$ cat config.mk
export PLATFORM = sky130hd
export DESIGN_NAME = spk_out
export DESIGN_NICKNAME = d
export VERILOG_FILES = /design/src/rtl/spk_out.sv
export SDC_FILE = /design/constraint.sdc
export NUM_CORES = 1
export LEC_CHECK = 0
export ABC_AREA = 0
export ABC_CLOCK_PERIOD_IN_PS = 11100
export CAP_MARGIN = 30
export CORE_ASPECT_RATIO = 1.5
export CORE_MARGIN = 4
export CORE_UTILIZATION = 45
export CTS_CLUSTER_DIAMETER = 120
export DETAILED_ROUTE_END_ITERATION = 16
export PLACE_DENSITY = 0.73
export SLEW_MARGIN = 10
export SYNTH_ARGS = -nofsm -noshare
export SYNTH_HDL_FRONTEND = slang
export SYNTH_SLANG_ARGS = --single-unit
$ cat constraint.sdc
create_clock -name clk_spk_out -period 11.1 [get_ports clk_spk_out]
set_clock_uncertainty 0.1 [all_clocks]
set_input_delay 1.11 -clock clk_spk_out [delete_from_list [all_inputs] [get_ports clk_spk_out]]
set_output_delay 1.11 -clock clk_spk_out [all_outputs]
set_load 0.01 [all_outputs]
$ cat src/rtl/spk_out.sv
// rtl/spk_out.sv - spike output stage: fired-neuron FIFO expanded into one flit per destination entry
// Optional flit counter built when SPK_OUT_FLIT_CNT_EN is defined.
module spk_out #(
  parameter int             FW         = 59,
  parameter int             FTW        = 3,
  parameter int             NNW        = 12,
  parameter int             DST_WIDTH  = 21,
  parameter int             DST_DEPTH  = 4,
  parameter int             FIFO_DEPTH = 16,
  parameter logic [FTW-1:0] FLIT_TYPE  = 3'b010
) (
  input  logic                         clk_spk_out,
  input  logic                         rst_n,
  input  logic                         soma_spk_out_vld,
  input  logic                         soma_spk_out_fire,
  input  logic [NNW-1:0]               soma_spk_out_addr,
  input  logic                         config_spk_out_enable,
  input  logic [$clog2(DST_DEPTH):0]   config_spk_out_dst_num,
  input  logic                         config_spk_out_dst_we,
  input  logic [$clog2(DST_DEPTH)-1:0] config_spk_out_dst_waddr,
  input  logic [DST_WIDTH-1:0]         config_spk_out_dst_wdata,
  output logic [FW-1:0]                spk_out_flit,
  output logic                         spk_out_flit_vld,
  input  logic                         router_spk_out_rdy,
  output logic                         spk_out_busy,
  output logic                         spk_out_overflow,
  output logic [15:0]                  spk_out_flit_cnt
);

  localparam int AW   = $clog2(FIFO_DEPTH);
  localparam int IW   = $clog2(DST_DEPTH);
  localparam int DNW  = IW + 1;
  localparam int PADW = FW - FTW - DST_WIDTH - NNW;
  localparam logic [AW:0] PTR_ONE = (AW+1)'(1);

  typedef enum logic {S_IDLE, S_SEND} state_t;
  state_t state, state_nxt;

  logic [DNW-1:0]       dst_num_eff;
  logic [NNW-1:0]       fifo_mem [FIFO_DEPTH];
  logic [AW:0]          wr_ptr, rd_ptr;
  logic                 fifo_empty, fifo_full;
  logic                 push_req, push, pop, drop;
  logic [DST_WIDTH-1:0] dst_tbl [DST_DEPTH];
  logic [IW-1:0]        idx, idx_nxt;
  logic [NNW-1:0]       cur_addr, load_addr;
  logic [FW-1:0]        flit_q;
  logic                 load, can_pop, handshake, more_dst;
  logic                 en_q, en_rise, ovf_q;

  assign dst_num_eff = (config_spk_out_dst_num > DNW'(DST_DEPTH)) ? DNW'(DST_DEPTH)
                                                                  : config_spk_out_dst_num;

  // Extra pointer MSB distinguishes full from empty when the indices match
  assign fifo_empty = (wr_ptr == rd_ptr);
  assign fifo_full  = (wr_ptr[AW] != rd_ptr[AW]) && (wr_ptr[AW-1:0] == rd_ptr[AW-1:0]);
  assign push_req   = soma_spk_out_vld && soma_spk_out_fire && config_spk_out_enable &&
                      (dst_num_eff != '0);
  assign push       = push_req && (!fifo_full || pop);
  assign drop       = push_req && fifo_full && !pop;

  always_ff @(posedge clk_spk_out or negedge rst_n) begin
    if (!rst_n) begin
      wr_ptr <= '0;
      rd_ptr <= '0;
    end else begin
      if (push) wr_ptr <= wr_ptr + PTR_ONE;
      if (pop)  rd_ptr <= rd_ptr + PTR_ONE;
    end
  end

  always_ff @(posedge clk_spk_out) begin
    if (push) fifo_mem[wr_ptr[AW-1:0]] <= soma_spk_out_addr;
  end

  always_ff @(posedge clk_spk_out or negedge rst_n) begin
    if (!rst_n) begin
      for (int i = 0; i < DST_DEPTH; i++) dst_tbl[i] <= '0;
    end else if (config_spk_out_dst_we) begin
      dst_tbl[config_spk_out_dst_waddr] <= config_spk_out_dst_wdata;
    end
  end

  assign can_pop   = !fifo_empty && config_spk_out_enable;
  assign handshake = (state == S_SEND) && router_spk_out_rdy;
  assign more_dst  = ({1'b0, idx} + DNW'(1)) < dst_num_eff;

  always_ff @(posedge clk_spk_out or negedge rst_n) begin
    if (!rst_n) state <= S_IDLE;
    else        state <= state_nxt;
  end

  always_comb begin
    state_nxt = state;
    pop       = 1'b0;
    load      = 1'b0;
    idx_nxt   = idx;
    case (state)
      S_IDLE: begin
        if (can_pop) begin
          pop       = 1'b1;
          load      = 1'b1;
          idx_nxt   = '0;
          state_nxt = S_SEND;
        end
      end
      S_SEND: begin
        if (handshake) begin
          if (more_dst) begin
            idx_nxt = idx + IW'(1);
            load    = 1'b1;
          end else if (can_pop) begin
            pop     = 1'b1;
            load    = 1'b1;
            idx_nxt = '0;
          end else begin
            state_nxt = S_IDLE;
          end
        end
      end
      default: state_nxt = S_IDLE;
    endcase
  end

  // Table word is captured at load, so later table writes leave a presented flit intact
  assign load_addr = pop ? fifo_mem[rd_ptr[AW-1:0]] : cur_addr;

  always_ff @(posedge clk_spk_out or negedge rst_n) begin
    if (!rst_n) begin
      idx      <= '0;
      cur_addr <= '0;
      flit_q   <= '0;
    end else if (load) begin
      idx      <= idx_nxt;
      cur_addr <= load_addr;
      flit_q   <= {FLIT_TYPE, dst_tbl[idx_nxt], {PADW{1'b0}}, load_addr};
    end
  end

  assign en_rise = config_spk_out_enable && !en_q;

  always_ff @(posedge clk_spk_out or negedge rst_n) begin
    if (!rst_n) begin
      en_q  <= 1'b0;
      ovf_q <= 1'b0;
    end else begin
      en_q <= config_spk_out_enable;
      if (drop)         ovf_q <= 1'b1;
      else if (en_rise) ovf_q <= 1'b0;
    end
  end

`ifdef SPK_OUT_FLIT_CNT_EN
  logic [15:0] cnt_q;
  always_ff @(posedge clk_spk_out or negedge rst_n) begin
    if (!rst_n)                             cnt_q <= '0;
    else if (en_rise)                       cnt_q <= '0;
    else if (handshake && cnt_q != 16'hFFFF) cnt_q <= cnt_q + 16'd1;
  end
  assign spk_out_flit_cnt = cnt_q;
`else
  assign spk_out_flit_cnt = '0;
`endif

  assign spk_out_flit     = flit_q;
  assign spk_out_flit_vld = (state == S_SEND);
  assign spk_out_busy     = !fifo_empty || (state == S_SEND);
  assign spk_out_overflow = ovf_q;

endmodule

==> metrics.md, run 1 <==
| Metric | Value |
|---|---|
| Status | finished clean |
| DP HPWL | 18230 µm |
| Hold Worst Slack | 0.3844 ns |
| CP Data Required Time | 11.47 ns |
| Max-slew violations | 0 |
| Number of buffers between clock root and the deepest sink | 3 |
| Area growth from synthesis to final layout | 15.95% |
| Wire length per cell | 21.80 µm |
| Source of the worst register-to-register timing path | rd_ptr[1]$_DFFE_PN0P_ |
| Cell internal power dissipation | 2634 µW |
| Total wire length | 27400 µm |
| Detailed-router iteration count before antenna repair | 5 |
| Initial core utilization | 45.64% |
| CTS Root Buffer Type | sky130_fd_sc_hd__clkbuf_16 |
| TritonCTS clock tree | built |
| Largest net degree at the start of global routing | 85 |
| Number of standard-cell rows in the floorplan | 77 |
| Sw frac | 30.09% |
| Setup-failing EPs final | 0 |
| Sequential share of power | 41.8% |
| Final design area excluding fillers | 15600 µm² |
| Max Cap Violations | 0 |
| Vias in the first global route | 7177 |
| Total clock buffers created by CTS | 30 |
| Maximum fanout along the worst path | 23 |
| Clock latency of the later-clocked register in the worst-skew pair | 0.57 ns |
| Critical Path Slowest Stage Cell | sky130_fd_sc_hd__nand4b_1 |
| Placed cell count | 1197 |
| Clock power share | 26.4% |
| Count of nets after finishing | 892 |
| Post-detailed-route via-to-cell ratio | 5.313 |
| Power density over the cells | 241.5 nW/µm² |
| Highest attainable clock frequency | 0.2496 GHz |
| Number of antenna violations at the first check in global routing | 0 |
| Number of hold-slack violations in the final timing report | 0 |
| Core area | 29480 µm² |
| Number of distinct standard cells referenced by the synthesized netlist | 42 |
| Data arrival time of the worst path | 4.38 ns |
| Share of cells above drive strength 1 | 28.77% |
| Count of routing violations after the opening detailed-route iteration | 478 |
| Number of top-level design ports | 123 |
| Cell type contributing the most total cell area after synthesis | sky130_fd_sc_hd__edfxtp_1 |
| Average footprint of a synthesized cell | 18.21 µm² |
| Cell family with the largest share of critical-path delay | simple AND/OR/NAND/NOR gates |
| Kind of start point of the critical path | input port |
| Global-route total usage across every layer | 16.87% |
| Number of port buffers | 81 |
| Fraction of the yosys area taken by sequential cells | 67.59% |
| Buffering stage count on the worst path with inverters included | 3 |
| Clock Sink Count | 325 |
| Top cell type's share of synthesized area | 42.85% |
| Slowest Stage Delay on Critical Path | 0.59 ns |
| Final antenna-violating net count | 0 |
| H-tree lvl count | 1 |
| Commonest cells after routing, fill and taps aside | 192 x sky130_fd_sc_hd__edfxtp_1, 131 x sky130_fd_sc_hd__dfrtp_1, 97 x sky130_fd_sc_hd__mux2_2 |
| Gate count after technology mapping | 739 |
| Chip Width | 149.2 µm |
| Origin of the worst setup path | config_spk_out_dst_num[2] |
| Post-CTS repair timing setup buffer count | 0 |
| Final global-route overflow total | 0 |
| IR drop worst, VDD | 0.1190 mV |
| Switching power | 1134 µW |
| Warnings, synthesis | 0 |
| Clock-pin transition on the worst setup and hold timing paths | 0.06 ns |
| Total die area | 32790 µm² |
| Summed negative setup slack over all endpoints | 0 ns |
| First-pass GRT wire length | 42210 µm |
| Vert. Die Dim | 219.8 µm |
| Post-Layout Cell Count | 1257 |
| Slew HR | 36.41% |
| Worst hold-check path type | register to register |
| Final critical-path share of the clock period | 36.09% |
| #FFs+latches synth | 325 |
| Post_cts resized | 0 |
| Final weighted congestion in routability-driven placement | 0.7897 |
| Number of filler cells placed in the layout | 2360 |
| Synth area leaders | sky130_fd_sc_hd__edfxtp_1 43%, sky130_fd_sc_hd__dfrtp_1 25%, sky130_fd_sc_hd__mux4_2 10% |
| Antenna diode count | 0 |
| Class of the most critical setup path | input port to register |
| Hold path start | spk_out_flit[57]$_DFFE_PN0P_ |
| Fraction of power consumed by combinational cells | 31.8% |
| Setup repair after global routing missed its margin | no |
| Post-synthesis instance area | 13450 µm² |
| Min cycle time layout | 4.006 ns |
| Cell Chain, Critical Path | clkdlybuf4s50_1 -> inv_1 -> nand2_1 -> ha_1 -> o21ai_0 -> nor2_1 -> or3b_4 -> a21o_1 -> nand4b_1 -> buf_4 -> o221ai_1 |
| Via Count | 6679 |
| Post-CTS Hold Fix Bufs | 0 |
| Measured slew at the worst slew-check pin | 0.9539 ns |
| Most common cell after layout, fill and taps aside | sky130_fd_sc_hd__edfxtp_1 |
| DRC violations left | 0 |
| Kind of capture point of the worst setup path | register |
| Placed Instance Area | 14580 µm² |
| Leakage power summed over all cells | 0.005830 µW |
[worst paths after layout]
kind	endpoint	slack, ns	cells past startpoint
max reg2reg	spk_out_flit[35]$_DFFE_PN0P_	7.41	8
max in group asynchronous	rd_ptr[1]$_DFFE_PN0P_	9.21	2
max	spk_out_flit[35]$_DFFE_PN0P_	7.09	11
min in group asynchronous	spk_out_flit[52]$_DFFE_PN0P_	0.48	1
min reg2reg	spk_out_flit[57]$_DFFE_PN0P_	0.38	1
min	spk_out_flit[57]$_DFFE_PN0P_	0.38	1
[worst register-to-register path: cells and delay by family, from the launching register on]
kind            cells  cell delay [ns]
flops               1             0.34
simple gates        2             0.64
xor+xnor            1             0.23
compound gates      3             1.31
buf+inv             2             0.93
[per-stage QoR]
step                      power [µW]  util, %  setup WS, ns
final                           3768    52.92         7.094
after global routing            3958    52.92         6.893
after CTS                       3811    52.72         6.916
after detailed placement        2807    49.47         6.333
after global placement          2785    49.12         6.323
after floorplan                 2449        -         7.134
[registers in the layout, summed over array words and instances, names as in the netlist]
name / flops
fifo_mem: 192
spk_out_flit: 23
idx: 2
spk_out_overflow: 1
rd_ptr: 5
spk_out_flit_vld: 1
en_q: 1
wr_ptr: 5
cur_addr: 11
dst_tbl: 84
[cell type report]
type / instances / area (µm²) / share of cell area (%)
clock inverters: 13 / 142.6 / 0.9143
inverters: 7 / 26.28 / 0.1684
clock buffers: 42 / 817.0 / 5.237
repair buffers: 108 / 1054 / 6.753
multi-input cells: 367 / 3968 / 25.43
well taps: 395 / 494.2 / 3.168
flip-flops and latches: 325 / 9099 / 58.33
[logic make-up after synthesis]
logic type	after synthesis	synth area share (%)
flip-flops	325	67.59
other	1	0.02787
adder cells (fa/ha/maj)	8	0.7440
AND/OR/NAND/NOR	74	2.687
buffers and inverters	87	4.334
XOR/XNOR	13	0.8463
AO/OA/AOI/OAI	32	2.483
multiplexers	199	21.29
[power by group through the flow]
stage | Clock [µW] | Combinational, µW | Sequential, µW
6_report | 994 | 1200 | 1580
5_1_grt | 1070 | 1290 | 1600
4_1_cts | 1020 | 1200 | 1590
3_5_place_dp | 0 | 1190 | 1620
3_3_place_gp | 0 | 1170 | 1610
2_1_floorplan | 0 | 889 | 1560
[metal layers]
layer	vias to the layer above	part of all wire [%]	global-route usage (%)	wire length, µm
met3	36	4.6	2.181	1272
li1	2974	-	-	-
met2	184	55	31.36	15110
met1	3485	38	20.15	10280
met4	0	2.7	5.527	737
met5	-	0	0	0
[Yosys cell counts, drive strengths merged]
cell and number:
o41ai 1, o21bai 1, nor3b 1, ha 8, a21o 1, xor2 2
o21ai 5, a2111oi 1, xnor2 11, o221ai 21, nor2b 2, nand2 33
and4bb 1, nand2b 4, nand3b 2, nand4 5, buf 62, nand4b 1
nor2 13, or3 2, edfxtp 192, a21boi 1, mux2i 42, inv 7
a31oi 1, or3b 1, dfrtp 133, nor3 5, conb 1, clkbuf 18
or4b 1, mux2 97, mux4 60, nand3 3
No activity file was read; power rests on OpenSTA's default activity.
==> inputs of run 2 (changes only) <==
--- a/config.mk
+++ b/config.mk
@@ -6,7 +6,7 @@
 export NUM_CORES = 1
 export LEC_CHECK = 0
 export ABC_AREA = 0
-export ABC_CLOCK_PERIOD_IN_PS = 11100
+export ABC_CLOCK_PERIOD_IN_PS = 3700
 export CAP_MARGIN = 30
 export CORE_ASPECT_RATIO = 1.5
 export CORE_MARGIN = 4
==> constraint.sdc (replaced) <==
create_clock -name clk_spk_out -period 3.7 [get_ports clk_spk_out]
set_clock_uncertainty 0.1 [all_clocks]
set_input_delay 0.37 -clock clk_spk_out [delete_from_list [all_inputs] [get_ports clk_spk_out]]
set_output_delay 0.37 -clock clk_spk_out [all_outputs]
set_load 0.01 [all_outputs]
==> run 2 against run 1 <==
  * Final cell count increased by 0.80%
  * Non-clock buffer count grew 9
  * Clock-buffer cell count grew 3
  * Critical endpoint is now fifo_mem[9][1]$_DFFE_PP_
  * Hold slack lost 0.097 ns
  * Largest cell class unchanged
==> metrics.md, run 2 (same netlist as run 1, synthesis figures left out) <==
| Metric | Value |
|---|---|
| Status | finished clean (unchanged) |
| Worst-case reg-to-reg path depth | 10 (was 8) |
| Count of routing violations after the opening detailed-route iteration | 330 (was 478) |
| Count of nets after finishing | 901 (was 892) |
| Post_cts resized | 0 (unchanged) |
| Chip Width | 149.2 µm (unchanged) |
| Min cycle time layout | 2.993 ns |
| Data arrival time of the worst path | 3.15 ns (was 4.38 ns) |
| H-tree lvl count | 1 (unchanged) |
| Global-route total usage across every layer | 17.15% (was 16.87%) |
| Via Count | 6727 (was 6679) |
| Kind of capture point of the worst setup path | register (unchanged) |
| Leakage power summed over all cells | 0.005905 µW (was 0.005830 µW) |
| Number of top-level design ports | 123 (unchanged) |
| Number of standard-cell rows in the floorplan | 77 (unchanged) |
| Core area | 29480 µm² (unchanged) |
| Critical Path Slowest Stage Cell | sky130_fd_sc_hd__dfrtp_1 (was sky130_fd_sc_hd__nand4b_1) |
| Number of antenna violations at the first check in global routing | 0 (unchanged) |
| Number of filler cells placed in the layout | 2345 (was 2360) |
| Cell Chain, Critical Path | ha_1 -> ha_1 -> o21ai_0 -> o21bai_1 -> a21boi_1 -> a2111oi_4 -> buf_4 -> nand2_1 -> nor2_1 -> buf_4 (was clkdlybuf4s50_1 -> inv_1 -> nand2_1 -> ha_1 -> o21ai_0 -> nor2_1 -> or3b_4 -> a21o_1 -> nand4b_1 -> buf_4 -> o221ai_1) |
| Max Cap Violations | 0 (unchanged) |
| Commonest cells after routing, fill and taps aside | 192 x sky130_fd_sc_hd__edfxtp_1, 131 x sky130_fd_sc_hd__dfrtp_1, 97 x sky130_fd_sc_hd__mux2_2 (unchanged) |
| Power density over the cells | 729.7 nW/µm² (was 241.5 nW/µm²) |
| Share of cells above drive strength 1 | 30.16% (was 28.77%) |
| Slowest Stage Delay on Critical Path | 0.43 ns (was 0.59 ns) |
| Post-Layout Cell Count | 1267 (was 1257) |
| Vert. Die Dim | 219.8 µm (unchanged) |
| Max-slew violations | 0 (unchanged) |
| Clock Sink Count | 325 (unchanged) |
| Maximum fanout along the worst path | 12 (was 23) |
| Clock-pin transition on the worst setup and hold timing paths | 0.06 ns (about the same) |
| Source of the worst register-to-register timing path | idx[0]$_DFFE_PN0P_ (was rd_ptr[1]$_DFFE_PN0P_) |
| Summed negative setup slack over all endpoints | 0 ns (unchanged) |
| PnR worst setup slack | 0.7071 ns (was 7.094 ns) |
| Class of the most critical setup path | register to register (was input port to register) |
| Number of hold-slack violations in the final timing report | 0 (unchanged) |
| Clock latency of the later-clocked register in the worst-skew pair | 0.56 ns (was 0.57 ns) |
| Detailed-router iteration count before antenna repair | 7 (was 5) |
| Fraction of power consumed by combinational cells | 32.2% (was 31.8%) |
| Final weighted congestion in routability-driven placement | 0.8265 (was 0.7897) |
| Total wire length | 27680 µm (was 27400 µm) |
| Cell internal power dissipation | 8034 µW (was 2634 µW) |
| Setup repair after global routing missed its margin | no (unchanged) |
| Worst Hold Depth | 1 (unchanged) |
| TritonCTS clock tree | built (unchanged) |
| CP Data Required Time | 3.85 ns (was 11.47 ns) |
| Final global-route overflow total | 0 (unchanged) |
| Number of buffers between clock root and the deepest sink | 3 (unchanged) |
| Worst Setup Slack post-DPL | 0.4791 ns (was 6.333 ns) |
| Antenna diode count | 0 (unchanged) |
| Post-CTS repair timing setup buffer count | 0 (unchanged) |
| Sw frac | 29.88% (was 30.09%) |
| Setup-failing EPs final | 0 (unchanged) |
| Worst hold-check path type | input port to register (was register to register) |
| Hold path start | config_spk_out_enable (was spk_out_flit[57]$_DFFE_PN0P_) |
| Initial core utilization | 45.64% (unchanged) |
| Power consumption | 11460 µW (was 3768 µW) |
| First-pass GRT wire length | 42680 µm (was 42210 µm) |
| Final antenna-violating net count | 0 (unchanged) |
| Total clock buffers created by CTS | 30 (unchanged) |
| Largest net degree at the start of global routing | 88 (was 85) |
| DRC violations left | 0 (unchanged) |
| DP HPWL | 18500 µm (was 18230 µm) |
| Total die area | 32790 µm² (unchanged) |
| Slew HR | 42.96% (was 36.41%) |
| Sequential share of power | 41.1% (was 41.8%) |
| Highest attainable clock frequency | 0.3341 GHz |
| Clock power share | 26.7% (was 26.4%) |
| CTS Root Buffer Type | sky130_fd_sc_hd__clkbuf_16 (unchanged) |
| Origin of the worst setup path | idx[0]$_DFFE_PN0P_ (was config_spk_out_dst_num[2]) |
| Post-detailed-route via-to-cell ratio | 5.309 (was 5.313) |
| Most common cell after layout, fill and taps aside | sky130_fd_sc_hd__edfxtp_1 (unchanged) |
| Area growth from synthesis to final layout | 16.70% (was 15.95%) |
| Wire length per cell | 21.85 µm (was 21.80 µm) |
| Max FFs per register | 192 (unchanged) |
| Measured slew at the worst slew-check pin | 0.8529 ns (was 0.9539 ns) |
| Placed cell count | 1210 (was 1197) |
| Vias in the first global route | 7271 (was 7177) |
| Switching power | 3423 µW (was 1134 µW) |
| Kind of start point of the critical path | register (was input port) |
| Final critical-path share of the clock period | 80.89% |
| Number of port buffers | 81 (unchanged) |
| IR drop worst, VDD | 0.4658 mV (was 0.1190 mV) |
[run 2: cell types whose count changed in the layout (fill, tap and decap cells not counted), moves of 2 or more]
cell                       change
sky130_fd_sc_hd__clkbuf_1      -4
sky130_fd_sc_hd__buf_4        +11
sky130_fd_sc_hd__clkbuf_8      +3
sky130_fd_sc_hd__buf_12        +3
sky130_fd_sc_hd__clkbuf_4      +4
sky130_fd_sc_hd__clkinv_1      -2
sky130_fd_sc_hd__buf_6         -5
[run 2: critical path, delay by kind of cell (launching register included)]
kind	cells	cell delay, ns
and+or+nand+nor	2	0.31
adders and majority gates	2	0.61
AOI/OAI and AO/OA	4	0.77
buffers and inverters	2	0.46
DFF	1	0.43
[run 2: final timing paths]
path                            slack [ns]                      endpoint
worst max-delay path                  0.71      fifo_mem[9][1]$_DFFE_PP_
max in group asynchronous             2.26         rd_ptr[1]$_DFFE_PN0P_
worst min-delay path                  0.29                en_q$_DFF_PN0_
worst min register to register        0.37  spk_out_flit[57]$_DFFE_PN0P_
min in group asynchronous             0.35       dst_tbl[54]$_DFFE_PN0P_
worst max register to register        0.71      fifo_mem[9][1]$_DFFE_PP_
[run 2: layout make-up]
| cell class | count | area [µm²] | area share, % |
|---|---|---|---|
| repair buffers | 117 | 1122 | 7.148 |
| multi-input cells | 367 | 3968 | 25.27 |
| well taps | 395 | 494.2 | 3.148 |
| inverters | 7 | 26.28 | 0.1673 |
| clock inverters | 11 | 118.9 | 0.7570 |
| flip-flops and latches | 325 | 9099 | 57.95 |
| clock buffers | 45 | 873.3 | 5.562 |
[run 2: power by group through the flow]
stage          registers (µW)  logic (µW)  clock network (µW)
3_5_place_dp             4790        3740                   0
5_1_grt                  4780        3960                3300
2_1_floorplan            4680        2670                   0
4_1_cts                  4720        3760                3140
6_report                 4710        3690                3060
3_3_place_gp             4770        3690                   0
[run 2: per-stage QoR]
step                cell area, µm²  hold slack (ns)  util (%)
finish                       15700           0.2869     53.26
global route                 15700           0.2809     53.26
CTS                          15700           0.2672     53.26
detailed placement           14700           0.3519     49.86
global placement             14700           0.3493     49.86
floorplan                    13600         -0.02559         -
[run 2: what timing repair did]
action	CTS	global route
hold buffers	1	0
endpoints found under the setup margin	0	0
hold endpoints to repair	85	0
[run 2: routing by layer]
metal / global-route usage (%) / vias to the layer above / wire, µm
li1: - / 2995 / -
met1: 21.01 / 3523 / 10780
met2: 30.61 / 164 / 14720
met3: 2.530 / 45 / 1113
met4: 6.626 / 0 / 1061
met5: 0 / - / 0
==> inputs of run 3 (changes only) <==
--- a/config.mk
+++ b/config.mk
@@ -6,14 +6,14 @@
 export NUM_CORES = 1
 export LEC_CHECK = 0
 export ABC_AREA = 0
-export ABC_CLOCK_PERIOD_IN_PS = 3700
+export ABC_CLOCK_PERIOD_IN_PS = 2500
 export CAP_MARGIN = 30
 export CORE_ASPECT_RATIO = 1.5
 export CORE_MARGIN = 4
 export CORE_UTILIZATION = 45
 export CTS_CLUSTER_DIAMETER = 120
 export DETAILED_ROUTE_END_ITERATION = 16
-export PLACE_DENSITY = 0.73
+export PLACE_DENSITY = 0.75
 export SLEW_MARGIN = 10
 export SYNTH_ARGS = -nofsm -noshare
 export SYNTH_HDL_FRONTEND = slang
==> constraint.sdc (replaced) <==
create_clock -name clk_spk_out -period 2.5 [get_ports clk_spk_out]
set_clock_uncertainty 0.1 [all_clocks]
set_input_delay 0.25 -clock clk_spk_out [delete_from_list [all_inputs] [get_ports clk_spk_out]]
set_output_delay 0.25 -clock clk_spk_out [all_outputs]
set_load 0.01 [all_outputs]
==> run 3 against run 2 <==
  * The run now ends with negative setup slack left
  * Sequential cell count did not move
  * Final cell count rose by 1.8%
  * Combinational power rose by 74%
  * Sequential share of layout area fell by 2.8 points
  * Sequential power rose by 45%
  * Fmax rose by 7.9%
  * Via count rose by 2.4%
  * Highest routed layer unchanged
==> metrics.md, run 3 (same netlist as run 1, synthesis figures left out) <==
| Metric | Value |
|---|---|
| Count of nets after finishing | 925 (was 901) |
| Most common cell after layout, fill and taps aside | sky130_fd_sc_hd__edfxtp_1 (unchanged) |
| Number of antenna violations at the first check in global routing | 0 (unchanged) |
| DP HPWL | 17480 µm (was 18500 µm) |
| CTS Root Buffer Type | sky130_fd_sc_hd__clkbuf_16 (unchanged) |
| TritonCTS clock tree | built (unchanged) |
| Core area | 29480 µm² (unchanged) |
| Vert. Die Dim | 219.8 µm (unchanged) |
| Final critical-path share of the clock period | 111.0% (was 80.89%) |
| Placed cell count | 1224 (was 1210) |
| Kind of capture point of the worst setup path | register (unchanged) |
| Number of port buffers | 81 (unchanged) |
| Total wire length | 27580 µm (was 27680 µm) |
| Wire length per cell | 21.38 µm (was 21.85 µm) |
| Maximum fanout along the worst path | 8 (was 12) |
| Setup-failing EPs final | 213 (was 0) |
| Global-route total usage across every layer | 16.77% (was 17.15%) |
| H-tree lvl count | 1 (unchanged) |
| Antenna diode count | 0 (unchanged) |
| Initial core utilization | 45.64% (unchanged) |
| Class of the most critical setup path | register to register (unchanged) |
| Chip Width | 149.2 µm (unchanged) |
| Hold Worst Slack | 0.1673 ns (was 0.2869 ns) |
| Clock latency of the later-clocked register in the worst-skew pair | 0.54 ns (was 0.56 ns) |
| Data arrival time of the worst path | 3.08 ns (was 3.15 ns) |
| Met3 track demand over resource in global routing | 2.098% (was 2.530%) |
| Total die area | 32790 µm² (unchanged) |
| Met1 track demand over resource in global routing | 21.44% (was 21.01%) |
| Cell Chain, Critical Path | ha_4 -> ha_4 -> and4bb_1 -> nor2_1 -> or3b_4 -> a31oi_4 -> buf_12 -> buf_6 -> mux2i_1 -> o221ai_1 (was ha_1 -> ha_1 -> o21ai_0 -> o21bai_1 -> a21boi_1 -> a2111oi_4 -> buf_4 -> nand2_1 -> nor2_1 -> buf_4) |
| Setup repair after global routing missed its margin | yes (was no) |
| Highest attainable clock frequency | 0.3604 GHz (was 0.3341 GHz) |
| Cell mode on critical path | sky130_fd_sc_hd__ha_4 |
| Final antenna-violating net count | 0 (unchanged) |
| First-pass GRT wire length | 42840 µm (was 42680 µm) |
| Number of hold-slack violations in the final timing report | 0 (unchanged) |
| Power density over the cells | 1075 nW/µm² (was 729.7 nW/µm²) |
| Via Count | 6887 (was 6727) |
| Status | complete, but fails checks (was finished clean) |
| Leakage power summed over all cells | 0.006157 µW (was 0.005905 µW) |
| Worst Setup Slack post-DPL | -0.5368 ns (was 0.4791 ns) |
| Post-Layout Cell Count | 1290 (was 1267) |
| IR drop worst, VDD | 0.5283 mV (was 0.4658 mV) |
| DRC violations left | 0 (unchanged) |
| Final weighted congestion in routability-driven placement | 0.7710 (was 0.8265) |
| Buffering stage count on the worst path with inverters included | 2 (unchanged) |
| CP Data Required Time | 2.81 ns (was 3.85 ns) |
| Clock Sink Count | 325 (unchanged) |
| Max-slew violations | 0 (unchanged) |
| Final global-route overflow total | 0 (unchanged) |
| Violated checks | negative setup slack |
| Routing usage on met2 | 30.53% (was 30.61%) |
| Detailed-router iteration count before antenna repair | 6 (was 7) |
| Measured slew at the worst slew-check pin | 0.6352 ns (was 0.8529 ns) |
| Slowest Stage Delay on Critical Path | 0.41 ns (was 0.43 ns) |
| Max Cap Violations | 0 (unchanged) |
| Worst hold-check path type | input port to asynchronous set/reset pin (was input port to register) |
| Cell family with the largest share of critical-path delay | simple AND/OR/NAND/NOR gates (was compound AO/OA/AOI/OAI gates) |
| Layer with the highest usage | met2 (unchanged) |
| PnR worst setup slack | -0.2746 ns (was 0.7071 ns) |
| Critical Path Slowest Stage Cell | sky130_fd_sc_hd__dfrtp_1 (unchanged) |
| Largest net degree at the start of global routing | 62 (was 88) |
| Max FFs per register | 192 (unchanged) |
| Number of buffers between clock root and the deepest sink | 3 (unchanged) |
| Number of top-level design ports | 123 (unchanged) |
| Count of routing violations after the opening detailed-route iteration | 403 (was 330) |
| Min cycle time layout | 2.775 ns (was 2.993 ns) |
| Kind of start point of the critical path | register (unchanged) |
| Number of standard-cell rows in the floorplan | 77 (unchanged) |
| Total clock buffers created by CTS | 29 (was 30) |
| Commonest cells after routing, fill and taps aside | 192 x sky130_fd_sc_hd__edfxtp_1, 131 x sky130_fd_sc_hd__dfrtp_1, 97 x sky130_fd_sc_hd__mux2_2 (unchanged) |
| Clock-pin transition on the worst setup and hold timing paths | 0.06 ns (about the same) |
| Vias in the first global route | 7338 (was 7271) |
| Slew HR | 57.52% (was 42.96%) |
| Area growth from synthesis to final layout | 22.55% (was 16.70%) |
| Post-detailed-route via-to-cell ratio | 5.339 (was 5.309) |
| Share of cells above drive strength 1 | 36.42% (was 30.16%) |
## run 3: changes by cell type in the layout (fill, tap and decap cells not counted), sizes merged
cell / previous run / this run
buf: 36 / 58
clkbuf: 45 / 46
clkdlybuf4s50: 80 / 79
dlygate4sd2: 0 / 1
## run 3: layout make-up
type | count | area [µm²]
Clock buffer | 43 | 873.3
Clock inverter | 11 | 108.9
Fill cell | 2258 | 12990
Inverter | 7 | 26.28
Multi-Input combinational cell | 367 | 4217
Sequential cell | 325 | 9099
Tap cell | 395 | 494.2
Timing Repair Buffer | 142 | 1670
## run 3: path summary, 6_finish.rpt
check,from,slack [ns],end,cells after the start
worst max register to register,idx[1]$_DFFE_PN0P_,-0.27,spk_out_flit[45]$_DFFE_PN0P_,10
max in group asynchronous,rst_n,1.39,cur_addr[6]$_DFFE_PN0P_,3
worst min-delay path,rst_n,0.17,spk_out_flit[47]$_DFFE_PN0P_,2
worst max-delay path,idx[1]$_DFFE_PN0P_,-0.27,spk_out_flit[45]$_DFFE_PN0P_,10
min in group clk_spk_out,config_spk_out_enable,0.18,en_q$_DFF_PN0_,1
worst min register to register,spk_out_flit[57]$_DFFE_PN0P_,0.37,spk_out_flit[57]$_DFFE_PN0P_,1
## run 3: report_power, final
part	switching [µW]	internal (µW)	total (µW)
clock	1850	2630	4470
sequential	414	6420	6830
combinational	2980	3450	6430
total	5240	12500	17700
## run 3: repair_timing
| action | in CTS | in global routing |
|---|---|---|
| buffers inserted | 4 | 7 |
| pin swaps | 3 | 5 |
| endpoints found under the setup margin | 216 | 231 |
| endpoints found under the hold margin | 59 | 0 |
| gates cloned | 1 | 4 |
| resized for setup | 21 | 17 |
| hold buffers | 1 | 0 |
## run 3: layer usage
metal	vias up	share of wire (%)
met2	160	56
li1	3045	-
met1	3646	38
met5	-	0
met3	36	4.2
met4	0	1.7
## run 3: metrics by stage
step | power, µW | instance area (µm²) | utilization, % | setup TNS, ns
finish | 17730 | 16490 | 55.93 | -31.74
global route | 18650 | 16490 | 55.93 | -53.16
CTS | 17500 | 16320 | 55.37 | -46.49
detailed placement | 12810 | 15180 | 51.50 | -96.38
global placement | 12700 | 15180 | 51.50 | -80.64
floorplan | 11000 | 13750 | - | -64.89
